[src/rtl/spi_rx_pkg.sv]
// Shared types and constants for the SPI LCD receive path.
package spi_rx_pkg;
  localparam int SPI_BITS  = 8;
  localparam int BIT_CNT_W = $clog2(SPI_BITS);

  typedef struct packed {
    logic                dc;
    logic [SPI_BITS-1:0] data;
  } rx_entry_t;

  typedef enum logic {
    ST_IDLE  = 1'b0,
    ST_SHIFT = 1'b1
  } rx_state_e;
endpackage

[src/rtl/spi_rx_fifo.sv]
// Receive FIFO holding {dc, data} entries; a push while full is accepted only
// when a pop frees a slot on the same edge.
module spi_rx_fifo
  import spi_rx_pkg::*;
#(
  parameter int DEPTH = 4
) (
  input  logic      clk,
  input  logic      reset_n,
  input  logic      push,
  input  rx_entry_t push_data,
  input  logic      pop,
  output rx_entry_t head,
  output logic      full,
  output logic      empty
);
  localparam int AW = $clog2(DEPTH);
  localparam logic [AW-1:0] PTR_ONE = AW'(1);

  rx_entry_t       mem_q [DEPTH];
  logic [AW-1:0]   wr_ptr_q, rd_ptr_q;
  logic [AW:0]     count_q;
  logic            wr_en, rd_en;

  assign full  = (count_q == (AW+1)'(DEPTH));
  assign empty = (count_q == '0);
  assign wr_en = push && (!full || pop);
  assign rd_en = pop && !empty;
  // Head reads as zero while empty so the outputs are clean after reset.
  assign head  = empty ? '0 : mem_q[rd_ptr_q];

  always_ff @(posedge clk) begin
    if (wr_en) mem_q[wr_ptr_q] <= push_data;
  end

  always_ff @(posedge clk or negedge reset_n) begin
    if (!reset_n) begin
      wr_ptr_q <= '0;
      rd_ptr_q <= '0;
      count_q  <= '0;
    end else begin
      if (wr_en) wr_ptr_q <= wr_ptr_q + PTR_ONE;
      if (rd_en) rd_ptr_q <= rd_ptr_q + PTR_ONE;
      case ({wr_en, rd_en})
        2'b10:   count_q <= count_q + (AW+1)'(1);
        2'b01:   count_q <= count_q - (AW+1)'(1);
        default: count_q <= count_q;
      endcase
    end
  end
endmodule

[src/rtl/spi_lcd_rx.sv]
// SPI mode-0 target for LCD traffic: synchronizes the SPI pins into clk,
// assembles MSB-first bytes tagged with lcd_dc and queues them in a FIFO.
module spi_lcd_rx
  import spi_rx_pkg::*;
#(
  parameter int FIFO_DEPTH  = 4,
  parameter int SYNC_STAGES = 2
) (
  input  logic       clk,
  input  logic       reset_n,
  input  logic       spi_clk,
  input  logic       spi_mosi,
  input  logic       spi_cs_n,
  input  logic       lcd_dc,
  output logic [7:0] rx_data,
  output logic       rx_dc,
  output logic       rx_valid,
  input  logic       rx_ready,
  output logic       overflow,
  output logic       frame_err,
  input  logic       clear,
  output logic       dbg_state
);
  logic [SYNC_STAGES-1:0] sclk_sync_q, mosi_sync_q, cs_sync_q, dc_sync_q;
  logic                   sclk_s, mosi_s, cs_s, dc_s;
  logic                   sclk_prev_q, cs_prev_q;
  rx_state_e              state_q, state_d;
  logic [BIT_CNT_W-1:0]   bit_cnt_q, bit_cnt_d;
  logic [SPI_BITS-1:0]    shift_q, shift_d;
  logic                   overflow_q, overflow_d;
  logic                   frame_err_q, frame_err_d;
  logic                   sample, cs_fall, shift_en, abort, push, pop;
  logic                   fifo_full, fifo_empty;
  rx_entry_t              push_entry, head;

  // All four pins share one depth so data, dc and cs stay aligned with the clock.
  always_ff @(posedge clk or negedge reset_n) begin
    if (!reset_n) begin
      sclk_sync_q <= '0;
      mosi_sync_q <= '0;
      cs_sync_q   <= '1;
      dc_sync_q   <= '0;
      sclk_prev_q <= 1'b0;
      cs_prev_q   <= 1'b1;
    end else begin
      sclk_sync_q[0] <= spi_clk;
      mosi_sync_q[0] <= spi_mosi;
      cs_sync_q[0]   <= spi_cs_n;
      dc_sync_q[0]   <= lcd_dc;
      for (int i = 1; i < SYNC_STAGES; i++) begin
        sclk_sync_q[i] <= sclk_sync_q[i-1];
        mosi_sync_q[i] <= mosi_sync_q[i-1];
        cs_sync_q[i]   <= cs_sync_q[i-1];
        dc_sync_q[i]   <= dc_sync_q[i-1];
      end
      sclk_prev_q <= sclk_s;
      cs_prev_q   <= cs_s;
    end
  end

  assign sclk_s  = sclk_sync_q[SYNC_STAGES-1];
  assign mosi_s  = mosi_sync_q[SYNC_STAGES-1];
  assign cs_s    = cs_sync_q[SYNC_STAGES-1];
  assign dc_s    = dc_sync_q[SYNC_STAGES-1];
  assign sample  = sclk_s && !sclk_prev_q && !cs_s;
  assign cs_fall = cs_prev_q && !cs_s;

  always_ff @(posedge clk or negedge reset_n) begin
    if (!reset_n) state_q <= ST_IDLE;
    else          state_q <= state_d;
  end

  always_comb begin
    state_d = state_q;
    case (state_q)
      ST_IDLE:  if (cs_fall) state_d = ST_SHIFT;
      ST_SHIFT: if (cs_s)    state_d = ST_IDLE;
      default:  state_d = ST_IDLE;
    endcase
  end

  always_comb begin
    shift_en    = (state_q == ST_SHIFT) && sample;
    abort       = (state_q == ST_SHIFT) && cs_s;
    push        = shift_en && (bit_cnt_q == BIT_CNT_W'(SPI_BITS-1));
    frame_err_d = abort && (bit_cnt_q != '0);
    bit_cnt_d   = bit_cnt_q;
    shift_d     = shift_q;
    if (abort) begin
      bit_cnt_d = '0;
      shift_d   = '0;
    end else if (shift_en) begin
      bit_cnt_d = bit_cnt_q + BIT_CNT_W'(1);
      shift_d   = {shift_q[SPI_BITS-2:0], mosi_s};
    end
    // A drop on this edge outranks a clear request.
    if (push && fifo_full && !pop) overflow_d = 1'b1;
    else if (clear)                overflow_d = 1'b0;
    else                           overflow_d = overflow_q;
  end

  always_ff @(posedge clk or negedge reset_n) begin
    if (!reset_n) begin
      bit_cnt_q   <= '0;
      shift_q     <= '0;
      overflow_q  <= 1'b0;
      frame_err_q <= 1'b0;
    end else begin
      bit_cnt_q   <= bit_cnt_d;
      shift_q     <= shift_d;
      overflow_q  <= overflow_d;
      frame_err_q <= frame_err_d;
    end
  end

  assign push_entry = '{dc: dc_s, data: {shift_q[SPI_BITS-2:0], mosi_s}};
  assign pop        = rx_valid && rx_ready;

  spi_rx_fifo #(.DEPTH(FIFO_DEPTH)) u_fifo (
    .clk       (clk),
    .reset_n   (reset_n),
    .push      (push),
    .push_data (push_entry),
    .pop       (pop),
    .head      (head),
    .full      (fifo_full),
    .empty     (fifo_empty)
  );

  assign rx_valid  = !fifo_empty;
  assign rx_data   = head.data;
  assign rx_dc     = head.dc;
  assign overflow  = overflow_q;
  assign frame_err = frame_err_q;
  assign dbg_state = state_q;
endmodule

[config.mk]
export PLATFORM = sky130hd
export DESIGN_NAME = spi_lcd_rx
export DESIGN_NICKNAME = d
export VERILOG_FILES = /design/src/rtl/spi_rx_pkg.sv /design/src/rtl/spi_rx_fifo.sv /design/src/rtl/spi_lcd_rx.sv
export SDC_FILE = /design/constraint.sdc
export NUM_CORES = 1
export LEC_CHECK = 0
export BUFFER_PORTS_ARGS = -buffer_cell sky130_fd_sc_hd__buf_2
export CAP_MARGIN = 5
export CORE_MARGIN = 2
export CORE_UTILIZATION = 35
export DETAILED_ROUTE_END_ITERATION = 12
export GPL_TIMING_DRIVEN = 0
export PLACE_DENSITY = 0.5
export RECOVER_POWER = 100
export SLEW_MARGIN = 20
export SYNTH_ARGS = -nofsm -noshare
export SYNTH_HDL_FRONTEND = slang
export SYNTH_SLANG_ARGS = --single-unit
export TNS_END_PERCENT = 5
[constraint.sdc]
create_clock -name clk -period 3.57 [get_ports clk]
set_input_delay 0.1785 -clock clk [delete_from_list [all_inputs] [get_ports clk]]
set_output_delay 0.1785 -clock clk [all_outputs]
set_load 0.03 [all_outputs]
After elaboration in Yosys (flattened, before gate mapping)
Memories as Yosys holds them, arrays and structs flattened. Index checks and enable logic that the tools add are counted.

Reductions and logical operators: 23. Muxes and demuxes: 13. $add $sub $neg: 5. Bitwise operators: 1. Equal/unequal tests: 4.

Operators with widths (count): $mux 7 (2); $logic_and 1x1->1 (12); $mux 9 (1); $add 3x1->3 const B (2); $eq 3x3->1 const B (2); $mux 1 (6); $mux 3 (2); $pmux 3 s2 (1); $reduce_bool 2->1 (3); $logic_not 1->1 (5); $add 2x1->2 const B (2); $logic_not 3->1 (1); $reduce_bool 3->1 (1); $sub 3x1->3 const B (1); $eq 2x1->1 const B (1); $eq 2x2->1 const B (1); $pmux 1 s2 (1); $logic_or 1x1->1 (1); $not 1->1 (1).

Input bits: 8. Bits in writable memories: 36. Logic and storage cells: 61. Memories: 1. Flip-flop bits (word level): 30.

Memories: u_fifo.mem_q (words 4, width 9, read ports 1, clocked after memory_dff 0, write ports 1, line spi_rx_fifo.sv:20) `rx_entry_t mem_q [DEPTH];`.

Longest topological paths before layout
Depth in word-level cells: 8. Depth in mapped cells: 11. Mapped depth without buffers: 10.

Modules after synthesis
A second synthesis with hierarchy kept.

Cell total of the unflattened synthesis: 169. Area total of the unflattened synthesis: 2718.9 µm².

Modules (own cells, without submodules): spi_rx_fifo (instances 1, cells each 96, area an instance 1794.2 µm²); spi_lcd_rx (instances 1, cells each 73, area an instance 924.6 µm²).

Worst setup path before layout
OpenSTA, ideal clock, no wires.

Path kind: reg2reg. From: register u_fifo.count_q[1]. To: register u_fifo.count_q[2]. Path buffers: 1. Arrival: 2.199 ns. Path slack: 1.292 ns. Setup time: 0.079 ns. Stages on the path, launching flop included: 11. Cell sequence: dfrtp_1 -> or4b_1 -> and3_1 -> buf_6 -> inv_1 -> ha_1 -> inv_1 -> fa_1 -> xor2_1 -> nor2_1 -> xor2_1.

Word-level cells in the longest chain between the ends: 7.

RTL lines: from (decl) (line spi_rx_fifo.sv:22) `logic [AW:0] count_q;`; from (signal assigned) (line spi_rx_fifo.sv:45) `2'b10: count_q <= count_q + (AW+1)'(1);`; from (signal assigned) (line spi_rx_fifo.sv:46) `2'b01: count_q <= count_q - (AW+1)'(1);`; from (signal assigned) (line spi_rx_fifo.sv:47) `default: count_q <= count_q;`; $logic_not 3->1 (line spi_rx_fifo.sv:26) `assign empty = (count_q == '0);`; $logic_not 1->1 (line spi_rx_fifo.sv:28, spi_lcd_rx.sv:130); $logic_and 1x1->1 (line spi_lcd_rx.sv:117) `assign pop = rx_valid && rx_ready;`; $logic_or 1x1->1 (line spi_rx_fifo.sv:27) `assign wr_en = push && (!full || pop);`; $logic_and 1x1->1 (line spi_rx_fifo.sv:27); $eq 2x1->1 or $eq 2x2->1 (tied branches) (line spi_rx_fifo.sv:44) `case ({wr_en, rd_en})`; $pmux 3 s2 or $reduce_bool 2->1 (tied branches).

Several ways; a longest one is shown, not always the timed one. A chain may end at the register's enable or synchronous reset.

Final worst setup path
From: register u_fifo.count_q[0]. To: register u_fifo.count_q[2].

The elaborated chain is that of the path after synthesis.

==> summary.md <==
| Metric | Value |
|---|---|
| Crit start category | flop |
| Drt wl/cell | 14.5 um |
| Max_slew headroom | -0.0975 |
| Multi-input gate area in the final layout | 656 um2 |
| Clock-pin slew on the worst setup and hold paths | 0.07 ns |
| RSZ-0062 raised after global routing | false |
| Core Util, Final | 0.422 |
| Power per cell area | 679 nW/um2 |
| EDFF count, synth | 36 |
| Worst Clk Skew | 0.00865 ns |
| Syn_nets | 163 |
| Tcrit/Tclk final | 0.719 |
| Register area share after synthesis | 0.716 |
| H-tree Lvls | 3 |
| Worst Reg-to-Reg Cells | 10 |
| Total power | 2060 uW |
| Synth cell types | 29 |
| DRT iter0 DRCs | 57 |
| Count of nets after finishing | 199 |
| Post-synth ARST share | 0.455 |
| Post-CTS Repair Setup Buffers | 0 |
| Final wirelength | 4150 um |
| Minimum clock period after layout | 2.57 ns |
| Switching share of power | 0.306 |
| Worst setup path class | flop to flop |
| Fillers | 670 |
| Number of global-route vias before repair | 1,332 |
| Port bufs | 20 |
| Routed vias | 1,286 |
| Clock sink count | 66 |
| Initial antenna violation count | 0 |
| Commonest non-fill, non-tap cell in the layout | edfxtp_1 |
| Worst R2R End | u_fifo.count_q[2]$_DFFE_PN0P_ |
| FP Rows | 31 |
| Final ANT Viol Nets | 0 |
| CP max stage cell | or4b_1 |
| Yosys warnings | 0 |
| Yosys reg bits | 66 |
| Die area | 8020 um2 |
| NetSw | 630 uW |
| TritonCTS clock tree | yes |
| Starting Density | 0.357 |
| CP peak stage delay | 0.58 ns |
| Crit-path leading delay family | simple AND/OR/NAND/NOR gates |
| Global-route wire length before repair | 6880 um |
| Clk buf depth | 2 |
| Logic pwr share | 0.244 |
| Final RePlAce weighted congestion | 0.685 |
| Worst EP arrival | 2.82 ns |
| Pre-CTS setup slack | 1.08 ns |
| Worst path depth | 10 |
| Top FF cell, synth | edfxtp_1 |
| Finished Layout Cells | 286 |
| Clock Power Share | 0.337 |
| Global route total overflow | 0 |
| Die height | 89.6 um |
| Inst Count DP | 265 |
| Final setup fails | 0 |
| R2R setup slack | 1.00 ns |
| Max-slew violations | 31 |
| CP endpoint | u_fifo.count_q[2]$_DFFE_PN0P_ |
| Diode count | 0 |
| Worst-margin pin slew | 1.65 ns |
| GRT Resource Usage Total | 0.123 |
| Root buf cell | clkbuf_8 |
| First-pass detailed-route iteration total | 4 |
| I/O Pins | 21 |
| Remaining DRCs | 0 |
| Worst Path Required | 3.82 ns |
| Hpwl dp | 2690 um |
| P_leak | 0.00116 uW |
| Cell Chain, Critical Path | or4b_1, and3_1, clkbuf_1, inv_1, ha_1, inv_1, fa_1, xor2_1, nor2_1, xor2_1 |
| Post-Synthesis Cells | 146 |
| Hold Crit Class | input port to flop |
| Sequential cell area | 1840 um2 |
| Worst r2r src | u_fifo.count_q[0]$_DFFE_PN0P_ |
| Avg Cell Area, Syn | 17.6 um2 |
| Vias per Instance | 4.50 |
| Hold path start | clear |
| Pin count of the biggest net entering global routing | 31 |
| Sequential power share | 0.419 |
| Crit path from | u_fifo.count_q[0]$_DFFE_PN0P_ |
| Total CTS buffers | 9 |
| Max-cap violations | 1 |
| Most frequent cells in the layout | 36 x edfxtp_1, 27 x dfrtp_1, 18 x clkbuf_1, 10 x inv_1, 10 x clkbuf_8 |
| Internal | 1430 uW |
| Status | complete, but fails checks |
| Area Overhead vs Synth | 18.3% |
| Clk_lat worst skew | 0.33 ns |
| Fmax | 0.389 GHz |
| CP Buf/Inv Count | 3 |
| Layout cells sized above 1 | 0.198 |
| Final WS setup | 1.00 ns |
| Setup TNS | 0 ns |
| Synth Cell Area | 2560 um2 |
| Core ar. | 7180 um2 |
| Failing checks | capacitance limit, slew limit |
| Crit path capture type | flop |
| Max VDD drop | 257 uV |
| Crit path max fanout | 7 |
| Chip width | 89.6 um |
| Fin. Hold Viols | 0 |
## per-layer routing
metal,vias to the layer above,global-route usage,routed length [um]
met5,-,0,0
met4,0,0.0692,68
met3,8,0.0360,118
met2,27,0.187,2100
met1,646,0.158,1860
li1,605,-,-
## power by group through the flow
stage | clock [uW] | combinational (uW) | sequential (uW)
2_1_floorplan | 0 | 390 | 872
3_3_place_gp | 0 | 522 | 874
3_5_place_dp | 0 | 533 | 879
4_1_cts | 713 | 538 | 863
5_1_grt | 750 | 555 | 866
6_report | 694 | 503 | 862
## cell type report
| cell class | instances | area share |
|---|---|---|
| repair buffers | 25 | 0.0442 |
| plain buffers | 5 | 0.00619 |
| clock inverters | 6 | 0.0289 |
| flip-flops and latches | 66 | 0.606 |
| multi-input cells | 65 | 0.216 |
| clock buffers | 10 | 0.0454 |
| well taps | 99 | 0.0409 |
| inverters | 10 | 0.0124 |
## cells by family (layout without fill, tap and decap cells)
family / Yosys count / after routing / synth area share
adder cells (fa/ha/maj): 9 / 9 / 0.0469
multiplexers: 11 / 11 / 0.0894
buffers and inverters: 15 / 56 / 0.0254
AO/OA/AOI/OAI: 13 / 13 / 0.0391
XOR/XNOR: 6 / 6 / 0.0205
AND/OR/NAND/NOR: 26 / 26 / 0.0625
flip-flops: 66 / 66 / 0.716
## cell usage after synthesis, types with 2 or more instances
library cell	instances	area, um2
ha_1	8	100
xnor2_1	3	26.3
xor2_1	3	26.3
nor2_1	3	11.3
dfstp_2	3	78.8
inv_1	10	37.5
mux4_2	9	203
and2_2	2	15.0
clkbuf_1	3	11.3
and2_1	12	75.1
a22o_1	9	78.8
edfxtp_1	36	1080
dfrtp_1	27	676
nand2_1	3	11.3
## how the worst min path moves through the flow
stage / slack, ns / depth (start not counted) / end
finish: 0.05 / 2 / overflow$_DFFE_PN0P_
global route: 0.07 / 2 / overflow$_DFFE_PN0P_
CTS: 0.03 / 2 / overflow$_DFFE_PN0P_
detailed placement: 0.27 / 1 / overflow$_DFFE_PN0P_
global placement: 0.26 / 1 / u_fifo.wr_ptr_q[1]$_DFFE_PN0P_
floorplan: -0.12 / 0 / bit_cnt_q[0]$_DFFE_PN0P_
## stage by stage
stage,hold WS (ns),instance area (um2)
floorplan,-0.117,2560
global placement,0.255,2790
detailed placement,0.269,2790
CTS,0.0291,3060
global route,0.0659,3030
finish,0.0495,3030
## flip-flops by register name (all words and copies together) (netlist names)
name,cells
u_fifo.wr_ptr_q,2
frame_err,1
shift_q,7
overflow,1
bit_cnt_q,3
sclk_sync_q,2
dc_sync_q,2
cs_prev_q,1
dbg_state,1
u_fifo.count_q,3
sclk_prev_q,1
mosi_sync_q,2
u_fifo.mem_q,36
cs_sync_q,2
u_fifo.rd_ptr_q,2
## what timing repair did
action	4_1_cts	5_1_grt
setup endpoints to repair	0	0
resized for setup	0	0
hold endpoints to repair	31	0
hold buffers	5	0
Power figures use the tool's default switching activity.
